## src/rtl/gin_bus_ctrl.sv

```systemverilog
// gin_bus_ctrl: global-input-network bus controller.
// Packet FIFO with broadcast issue FSM, plus round-robin psum return arbiter.
module gin_bus_ctrl #(
   parameter int DATA_WIDTH = 16,
   parameter int TAG_WIDTH  = 4,
   parameter int NUM_MC     = 4,
   parameter int FIFO_DEPTH = 4
) (
   input  logic                           clk,
   input  logic                           rst,
   input  logic                           in_valid,
   output logic                           in_ready,
   input  logic [1:0]                     in_type,
   input  logic [TAG_WIDTH-1:0]           in_tag,
   input  logic [2*DATA_WIDTH-1:0]        in_data,
   input  logic [NUM_MC-1:0]              caster_ready,
   output logic [2:0]                     caster_en,
   output logic [TAG_WIDTH-1:0]           bus_tag,
   output logic [DATA_WIDTH-1:0]          ifmap_data_B2M,
   output logic [DATA_WIDTH-1:0]          fltr_data_B2M,
   output logic [2*DATA_WIDTH-1:0]        psum_data_B2M,
   input  logic [NUM_MC-1:0]              caster_valid,
   input  logic [NUM_MC*2*DATA_WIDTH-1:0] psum_data_M2B,
   output logic [NUM_MC-1:0]              caster_ack,
   output logic                           out_valid,
   input  logic                           out_ready,
   output logic [2*DATA_WIDTH-1:0]        out_data,
   output logic [$clog2(NUM_MC)-1:0]      out_id,
   output logic                           err_type
);

   localparam int PSW = 2*DATA_WIDTH;
   localparam int PW  = $clog2(FIFO_DEPTH);
   localparam int CW  = PW + 1;
   localparam int IDW = $clog2(NUM_MC);

   typedef struct packed {
      logic [1:0]           ptype;
      logic [TAG_WIDTH-1:0] tag;
      logic [PSW-1:0]       data;
   } pkt_t;

   typedef enum logic {
      IDLE,
      ISSUE
   } state_t;

   pkt_t            mem [FIFO_DEPTH];
   pkt_t            head;
   logic [PW-1:0]   wptr;
   logic [PW-1:0]   rptr;
   logic [CW-1:0]   count;
   logic            full;
   logic            empty;
   logic            wr;
   logic            rd;

   state_t          state_q;
   state_t          state_d;
   logic            issue;
   logic [2:0]      en_dec;

   logic [TAG_WIDTH-1:0]  tag_q;
   logic [DATA_WIDTH-1:0] ifmap_q;
   logic [DATA_WIDTH-1:0] fltr_q;
   logic [PSW-1:0]        psum_q;
   logic                  err_q;

   logic [NUM_MC-1:0] elig;
   logic              free;
   logic              hit;
   logic [IDW-1:0]    gnt;
   logic [IDW-1:0]    rr_q;
   logic [IDW-1:0]    rr_nxt;

   // ---------------- input FIFO ----------------
   assign full     = (count == CW'(FIFO_DEPTH));
   assign empty    = (count == '0);
   assign in_ready = !rst && !full;
   assign wr       = in_valid && in_ready;
   assign rd       = issue;
   assign head     = mem[rptr];

   always_ff @(posedge clk) begin
      if (wr) begin
         mem[wptr] <= '{ptype: in_type, tag: in_tag, data: in_data};
      end
   end

   always_ff @(posedge clk) begin
      if (rst) begin
         wptr  <= '0;
         rptr  <= '0;
         count <= '0;
      end else begin
         if (wr) begin
            wptr <= wptr + 1'b1;
         end
         if (rd) begin
            rptr <= rptr + 1'b1;
         end
         count <= count + CW'(wr) - CW'(rd);
      end
   end

   // ---------------- issue FSM ----------------
   always_ff @(posedge clk) begin
      if (rst) begin
         state_q <= IDLE;
      end else begin
         state_q <= state_d;
      end
   end

   always_comb begin
      state_d = state_q;
      unique case (state_q)
         IDLE: begin
            if (!empty && &caster_ready) begin
               state_d = ISSUE;
            end
         end
         ISSUE: state_d = IDLE;
      endcase
   end

   always_comb begin
      en_dec = 3'b000;
      unique case (head.ptype)
         2'd0: en_dec = 3'b001;
         2'd1: en_dec = 3'b010;
         2'd2: en_dec = 3'b100;
         2'd3: en_dec = 3'b000;
      endcase
   end

   assign issue = (state_q == ISSUE);

   // Live value only during the issue cycle; otherwise the lane holds.
   assign caster_en      = issue ? en_dec : 3'b000;
   assign bus_tag        = (issue && |en_dec) ? head.tag : tag_q;
   assign ifmap_data_B2M = (issue && en_dec[0])
                         ? head.data[DATA_WIDTH-1:0] : ifmap_q;
   assign fltr_data_B2M  = (issue && en_dec[1])
                         ? head.data[DATA_WIDTH-1:0] : fltr_q;
   assign psum_data_B2M  = (issue && en_dec[2]) ? head.data : psum_q;
   assign err_type       = err_q;

   always_ff @(posedge clk) begin
      if (rst) begin
         tag_q   <= '0;
         ifmap_q <= '0;
         fltr_q  <= '0;
         psum_q  <= '0;
         err_q   <= 1'b0;
      end else if (issue) begin
         if (|en_dec) begin
            tag_q <= head.tag;
         end
         if (en_dec[0]) begin
            ifmap_q <= head.data[DATA_WIDTH-1:0];
         end
         if (en_dec[1]) begin
            fltr_q <= head.data[DATA_WIDTH-1:0];
         end
         if (en_dec[2]) begin
            psum_q <= head.data;
         end
         if (head.ptype == 2'd3) begin
            err_q <= 1'b1;
         end
      end
   end

   // ---------------- result arbiter ----------------
   // An MC acked last cycle still shows valid; it must not win again.
   assign elig = caster_valid & ~caster_ack;
   assign free = !out_valid || out_ready;

   always_comb begin
      int j;
      j   = 0;
      gnt = '0;
      hit = 1'b0;
      for (int k = NUM_MC-1; k >= 0; k--) begin
         j = int'(rr_q) + k;
         if (j >= NUM_MC) begin
            j = j - NUM_MC;
         end
         if (elig[j]) begin
            hit = 1'b1;
            gnt = IDW'(j);
         end
      end
   end

   assign rr_nxt = (gnt == IDW'(NUM_MC-1)) ? '0 : gnt + 1'b1;

   always_ff @(posedge clk) begin
      if (rst) begin
         out_valid  <= 1'b0;
         out_data   <= '0;
         out_id     <= '0;
         caster_ack <= '0;
         rr_q       <= '0;
      end else begin
         caster_ack <= '0;
         if (free) begin
            if (hit) begin
               out_valid  <= 1'b1;
               out_data   <= psum_data_M2B[int'(gnt)*PSW +: PSW];
               out_id     <= gnt;
               caster_ack <= NUM_MC'(1) << gnt;
               rr_q       <= rr_nxt;
            end else begin
               out_valid <= 1'b0;
            end
         end
      end
   end

endmodule

```

## config.mk

```make
export PLATFORM = sky130hd
export DESIGN_NAME = gin_bus_ctrl
export DESIGN_NICKNAME = d
export VERILOG_FILES = /design/src/rtl/gin_bus_ctrl.sv
export SDC_FILE = /design/constraint.sdc
export NUM_CORES = 1
export LEC_CHECK = 0
export ABC_AREA = 0
export BUFFER_PORTS_ARGS = -buffer_cell sky130_fd_sc_hd__buf_2
export CAP_MARGIN = 0
export CORE_ASPECT_RATIO = 0.9
export CORE_UTILIZATION = 55
export CTS_BUF_LIST = sky130_fd_sc_hd__clkbuf_8
export CTS_CLUSTER_SIZE = 25
export DETAILED_ROUTE_END_ITERATION = 12
export GPL_TIMING_DRIVEN = 1
export HOLD_SLACK_MARGIN = 0.06
export PLACE_DENSITY = 0.88
export SLEW_MARGIN = 0
export SYNTH_ARGS = -nofsm -noshare
export SYNTH_HDL_FRONTEND = slang
export SYNTH_SLANG_ARGS = --single-unit
```

## constraint.sdc

```tcl
create_clock -name clk -period 2.9 [get_ports clk]
set_input_delay 0.145 -clock clk [delete_from_list [all_inputs] [get_ports clk]]
set_output_delay 0.145 -clock clk [all_outputs]
set_load 0.03 [all_outputs]
```

==> Yosys cells after proc, flatten, opt, wreduce, memory -nomap -nowiden <==
Memory sizes are Yosys's and may differ from the RTL's. A register that Yosys moved wholly into a read port is not among the register bits.
Cells that the tools add are included.
{ "classes": {"n_addsub": 12, "order_cmp": 8, "n_eq_ne": 5, "n_shift": 2, "muxes": 38, "bitwise": 5, "n_reduce_logical": 23} }
{ "ops": {"columns": ["operator", "n"], "rows": [
  ["$mux W32", 5],
  ["$lt A32 B4 Y1 const B", 4],
  ["$shiftx A128 B8 Y32", 1],
  ["$mux W16", 2],
  ["$mux W1", 16],
  ["$mux W2", 7],
  ["$pmux W3 S4", 1],
  ["$reduce_and A2 Y1", 6],
  ["$sub A3 B3 Y4 const B", 3],
  ["$ge A3 B3 Y1 const B", 3],
  ["$bmux W1 S2", 4],
  ["$logic_and A1 B1 Y1", 7],
  ["$add A2 B1 Y2 const B", 3],
  ["$add A2 B2 Y3 const B", 2],
  ["$eq A2 B2 Y1 const B", 3],
  ["$reduce_or A3 Y1", 2],
  ["$and A4 B4 Y4", 1],
  ["$logic_not A1 Y1", 4],
  ["$mux W4", 1],
  ["$not A4 Y4", 1],
  ["$reduce_and A4 Y1", 1],
  ["$shl A1 B2 Y4 const A", 1],
  ["$sub A2 B3 Y4 const B", 1],
  ["$add A2 B1 Y3 const B", 1],
  ["11 further kinds", 13]
]} }
{ "totals": {"regBits": 118, "mem_bits_rw": 152, "inputBits": 178, "output_inout_bits": 112, "memories": 1} }
{ "mem_list": {"columns": ["name", "depth", "width", "read_ports", "rd_ports_with_merged_regs", "write_ports", "line", "source"], "rows": [
  ["mem", 4, 38, 1, 1, 1, "48", "pkt_t mem [FIFO_DEPTH];"]
]} }

==> Logic depth before layout (Yosys ltp) <==
{ "depth": {"word_depth": 12, "ltp_mapped": 12, "depth_no_buf": 12} }

==> Least setup slack after synthesis <==
OpenSTA, ideal clock, no wires.
{ "synth_path": {"path_kind": "register to register", "startpoint": "reg count[1]", "endpoint": "reg count[2]", "setup_ns": 0.128, "t_arrival_ns": 2.586, "path_slack_ns": 0.187, "stages_incl_launch_ff": 13, "n_path_buf": 0, "path_cell_list": "dfxtp_1 > nor2_1 > a21oi_1 > and2_1 > inv_1 > ha_1 > inv_1 > ha_1 > inv_1 > fa_1 > xor2_1 > xnor2_1 > nor2_1"} }
{ "synth_via": {"elab_chain_len": 6} }
{ "synth_lines": {"columns": ["element", "line", "source"], "rows": [
  ["from (decl)", "52", "logic [CW-1:0] count;"],
  ["from (signal assigned)", "102", "count <= count + CW'(wr) - CW'(rd);"],
  ["$eq A3 B3 Y1", "77", "assign full = (count == CW'(FIFO_DEPTH));"],
  ["$logic_not A1 Y1", "79", "assign in_ready = !rst && !full;"],
  ["$logic_and A1 B1 Y1", "79", null],
  ["via in_ready", "12", "output logic in_ready,"],
  ["$logic_and A1 B1 Y1", "80", "assign wr = in_valid && in_ready;"],
  ["$add A3 B1 Y3", "102", null],
  ["$sub A3 B1 Y3", "102", null]
]} }
The timed path passes the listed nets, and every way through them passes these cells.
A chain may end at the register's enable or synchronous reset.

==> Final worst setup path <==
{ "layout_path": {"startpoint": "reg caster_ack[2]", "endpoint": "reg out_data[20]"} }
{ "layout_via": {"elab_chain_len": 10, "word_cells_on_any_way": 24} }
{ "layout_lines": {"columns": ["element", "line", "source"], "rows": [
  ["from (decl)", "24", "output logic [NUM_MC-1:0] caster_ack,"],
  ["from (signal assigned)", "213", "caster_ack <= NUM_MC'(1) << gnt;"],
  ["$not A4 Y4 *", "177", "assign elig = caster_valid & ~caster_ack;"],
  ["$and A4 B4 Y4 *", "177", null],
  ["$bmux W1 S2", "190", "if (elig[j]) begin"],
  ["$mux W1 (not written as such) (2 in series)", "190", null],
  ["$mux W2 / $mux W1 (equally long branches) (4 in series)", "190", null],
  ["$shiftx A128 B8 Y32 / $reduce_and A2 Y1 (equally long branches)", null, null],
  ["to (signal assigned)", "211", "out_data <= psum_data_M2B[int'(gnt)*PSW +: PSW];"],
  ["to (decl)", "27", "output logic [2*DATA_WIDTH-1:0] out_data,"]
]} }
Every way passes the cells marked *; elsewhere a longest branch is shown, timed or not. The select of a mux whose other input is x is not followed.

==> impl_metrics.toml <==
[finish]
nets = 1527
area_delta_synth_final_pct = 38.2
drive_gt1_share_pct = 34.9
finalNonFillerCells = 1637
final_cell_area_sq_um = 15700

[synth]
synth_edf_count = 152
synth_flop_cell = "edfxtp_1"
syn_nets = 1058
synth_seq_cells = 272
async_flop_share_pct = 0
netlist_instances = 873
synth_warnings = 0
syn-cell-area_sq_um = 11300
avgSynthCellArea_sq_um = 13.0
synth.distinct_cells = 52
ys_seq_area_share_pct = 61.4

[cts]
numCtsBuffers = 43
path_clk_slew_ns = 0.06
htreeDepth = 2
clock_sinks = 272
cts_tree = "built"
clock_latency_ns = 0.55
ctsLongestPathBuffers = 3
cts_root_buffer = "clkbuf_8"

[placement]
place_area_sq_um = 13100
placed_cells = 1386
gp_congestion = 0.919
place_hpwl_um = 19000
dp_slack_ns = 0.348
port_buffers = 289

[floorplan]
fp.dieW_um = 153
initial_utilization_pct = 56.4
design.core.area_sq_um = 20100
rows = 49
ios = 290
die_y_um = 138
die-area_sq_um = 21200

[global_route]
grt_pass1_wl_um = 55900
grt_use_total_pct = 34.5
grt_max_degree = 82
grt_overflow = 0
grt_pass1_vias = 10200
grt_antenna_before_repair = 4

[detailed_routing]
vias = 9800
initialDrtViolationCount = 1033
drc = 0
drt_first_pass_iters = 6
drtAntennaViolNets = 0
viasPerCell = 5.99
wl_per_cell_um = 22.0
finalWirelength_um = 36000

[power]
p_sw_w = 0.00318
clockPowerShare_pct = 30.3
leakage_nw = 6.59
vdd_drop_max_uv = 487
p_total_w = 0.0100
p_int_w = 0.00685
seqPwrFrac_pct = 44.6
combPwrFrac_pct = 25.1
p_sw_share_pct = 31.7
power_density_nw_per_um2 = 640

[worst_setup_path]
cp_cell_sequence = "nand2b_1 -> nor3b_1 -> or4_1 -> buf_4 -> nand2_1 -> a311oi_2 -> dlygate4sd3_1 -> a22o_1"
r2r_start = "caster_ack[2]"
crit_slowest_cell = "dlygate4sd3_1"
end_kind = "register"
worstPathRequired_ns = 3.38
crit_type = "reg -> reg"
worst_r2r_endpoint = "out_data[20]"
arrival_ns = 3.29
reg2regPathDepth = 8
crit_path_max_fanout = 35
cpPeakStageDelay_ns = 0.63
reg2reg_setup_slack_ns = 0.09
cp-start-kind = "register"

[timing]
finalSetupViolations = 0
clock-skew-final_ns = 0.0255
tightest_slew_ns = 0.883
hold_slack_ns = 0.0840
min_period_ns = 2.81
fin_crit_sh_pct = 96.9
slew_headroom_pct = 41.1
fmax_ghz = 0.356
slew_viol_final = 0
hold_viol = 0
setup_ws_ns = 0.0898

[hold_path]
hold_end = "out_data[17]"
hold_path_depth = 4
hold_class = "in -> reg"
min_from = "psum_data_M2B[49]"

[status]
outcome = "complete, no violations"

[flow_run]
drv_cap = 0
[layer usage]
layer,wire length (um),global-route usage (%)
met3,3580,10.6
met1,13100,41.5
met2,17100,54.8
met4,2300,20.6
met5,0,0
[worst max-delay path: cells and delay by family, from the launching register on]
kind	cells	cell delay, ns
buffers and inverters	2	1.01
and+or+nand+nor	4	1.01
DFF	1	0.31
AOI/OAI and AO/OA	2	0.43
[power groups by stage]
stage,registers [W],logic [W],clock network (W)
2_1_floorplan,0.00478,0.000984,0
3_3_place_gp,0.00450,0.00190,0
3_5_place_dp,0.00451,0.00193,0
4_1_cts,0.00443,0.00228,0.00309
5_1_grt,0.00448,0.00263,0.00326
6_report,0.00447,0.00252,0.00304
[registers in the layout (all words and copies together) (netlist names), 3 cells and up, named ones only]
register / flops
mem: 152
count: 3
tag_q: 4
caster_ack: 4
out_data: 32
ifmap_q: 16
psum_q: 32
fltr_q: 16
[synthesized netlist by cell type (19+ instances only)]
cell type  instances  share of area (%)
a32o_1            21                1.9
clkbuf_1          44                1.5
dfxtp_1          120                 21
edfxtp_1         152                 40
mux2_1            19                1.9
mux2_2            38                3.8
mux4_2            35                7.0
nand2_1           73                2.4
nand3_1           22               0.97
nor2_1            98                3.2
nor2b_1           62                3.4
nor3_1            40                1.8
o21ai_0           29                1.3
[layout by cell type, fill, tap and decap left out, drive strengths merged, types with 2 or more instances in the layout]
master / count
a21oi: 3
a22o: 11
a2bb2o: 2
a311oi: 11
a32o: 21
and2b: 9
and3: 5
buf: 324
clkbuf: 49
clkinv: 14
dfxtp: 120
diode: 5
dlygate4sd3: 157
edfxtp: 152
ha: 6
inv: 25
mux2: 66
mux4: 38
nand2: 73
nand2b: 3
nand3: 22
nand3b: 5
nor2: 98
nor2b: 63
nor3: 40
nor3b: 2
nor4: 2
o21ai: 33
o22ai: 2
o2bb2ai: 2
xnor2: 4
xor2: 2
[area by class of cell]
cell class,instances,area (sq um)
timing repair buffer,481,3360
clock buffer,49,674
tap,255,319
antenna,5,12.5
multi-input combinational,535,4160
clock inverter,31,130
inverter,9,33.8
fill,1086,4440
sequential,272,6970
[worst max-delay path by stage]
| stage | start | to | slack (ns) | cells after the start |
|---|---|---|---|---|
| finish | caster_ack[2] | out_data[20] | 0.09 | 8 |
| detailed placement | register | psum_data_B2M[17] | 0.35 | 4 |
| CTS | register | ifmap_data_B2M[14] | 0.01 | 5 |
| global route | caster_ack[2] | out_data[28] | -0.008 | 8 |
| global placement | register | psum_data_B2M[27] | 0.45 | 4 |
| floorplan | count[1] | count[2] | 0.19 | 12 |
[kinds of logic after synthesis]
logic type                 Yosys count  share of synthesized area [%]
and+or+nand+nor                    326                           14.2
DFF                                272                           61.4
muxes                              104                           14.5
AOI/OAI and AO/OA                   91                           6.08
buffers and inverters               67                           2.49
adders and majority gates            7                          0.838
xor gates and xnor gates             6                          0.463
[through the flow]
| step | TNS (ns) | utilization, % |
|---|---|---|
| after floorplan | 0 | - |
| after global placement | 0 | 65.3 |
| after detailed placement | 0 | 65.3 |
| after CTS | 0 | 77.7 |
| after global routing | -0.0118 | 77.9 |
| final | 0 | 77.9 |
[what timing repair did]
item | 4_1_cts | 5_1_grt
pin swaps | 0 | 2
gates resized for setup | 4 | 6
setup buffers | 7 | 1
hold buffers | 157 | 0
gates cloned | 1 | 0
endpoints found under the setup margin | 43 | 78
hold endpoints to repair | 187 | 0
Power figures use the tool's default switching activity.
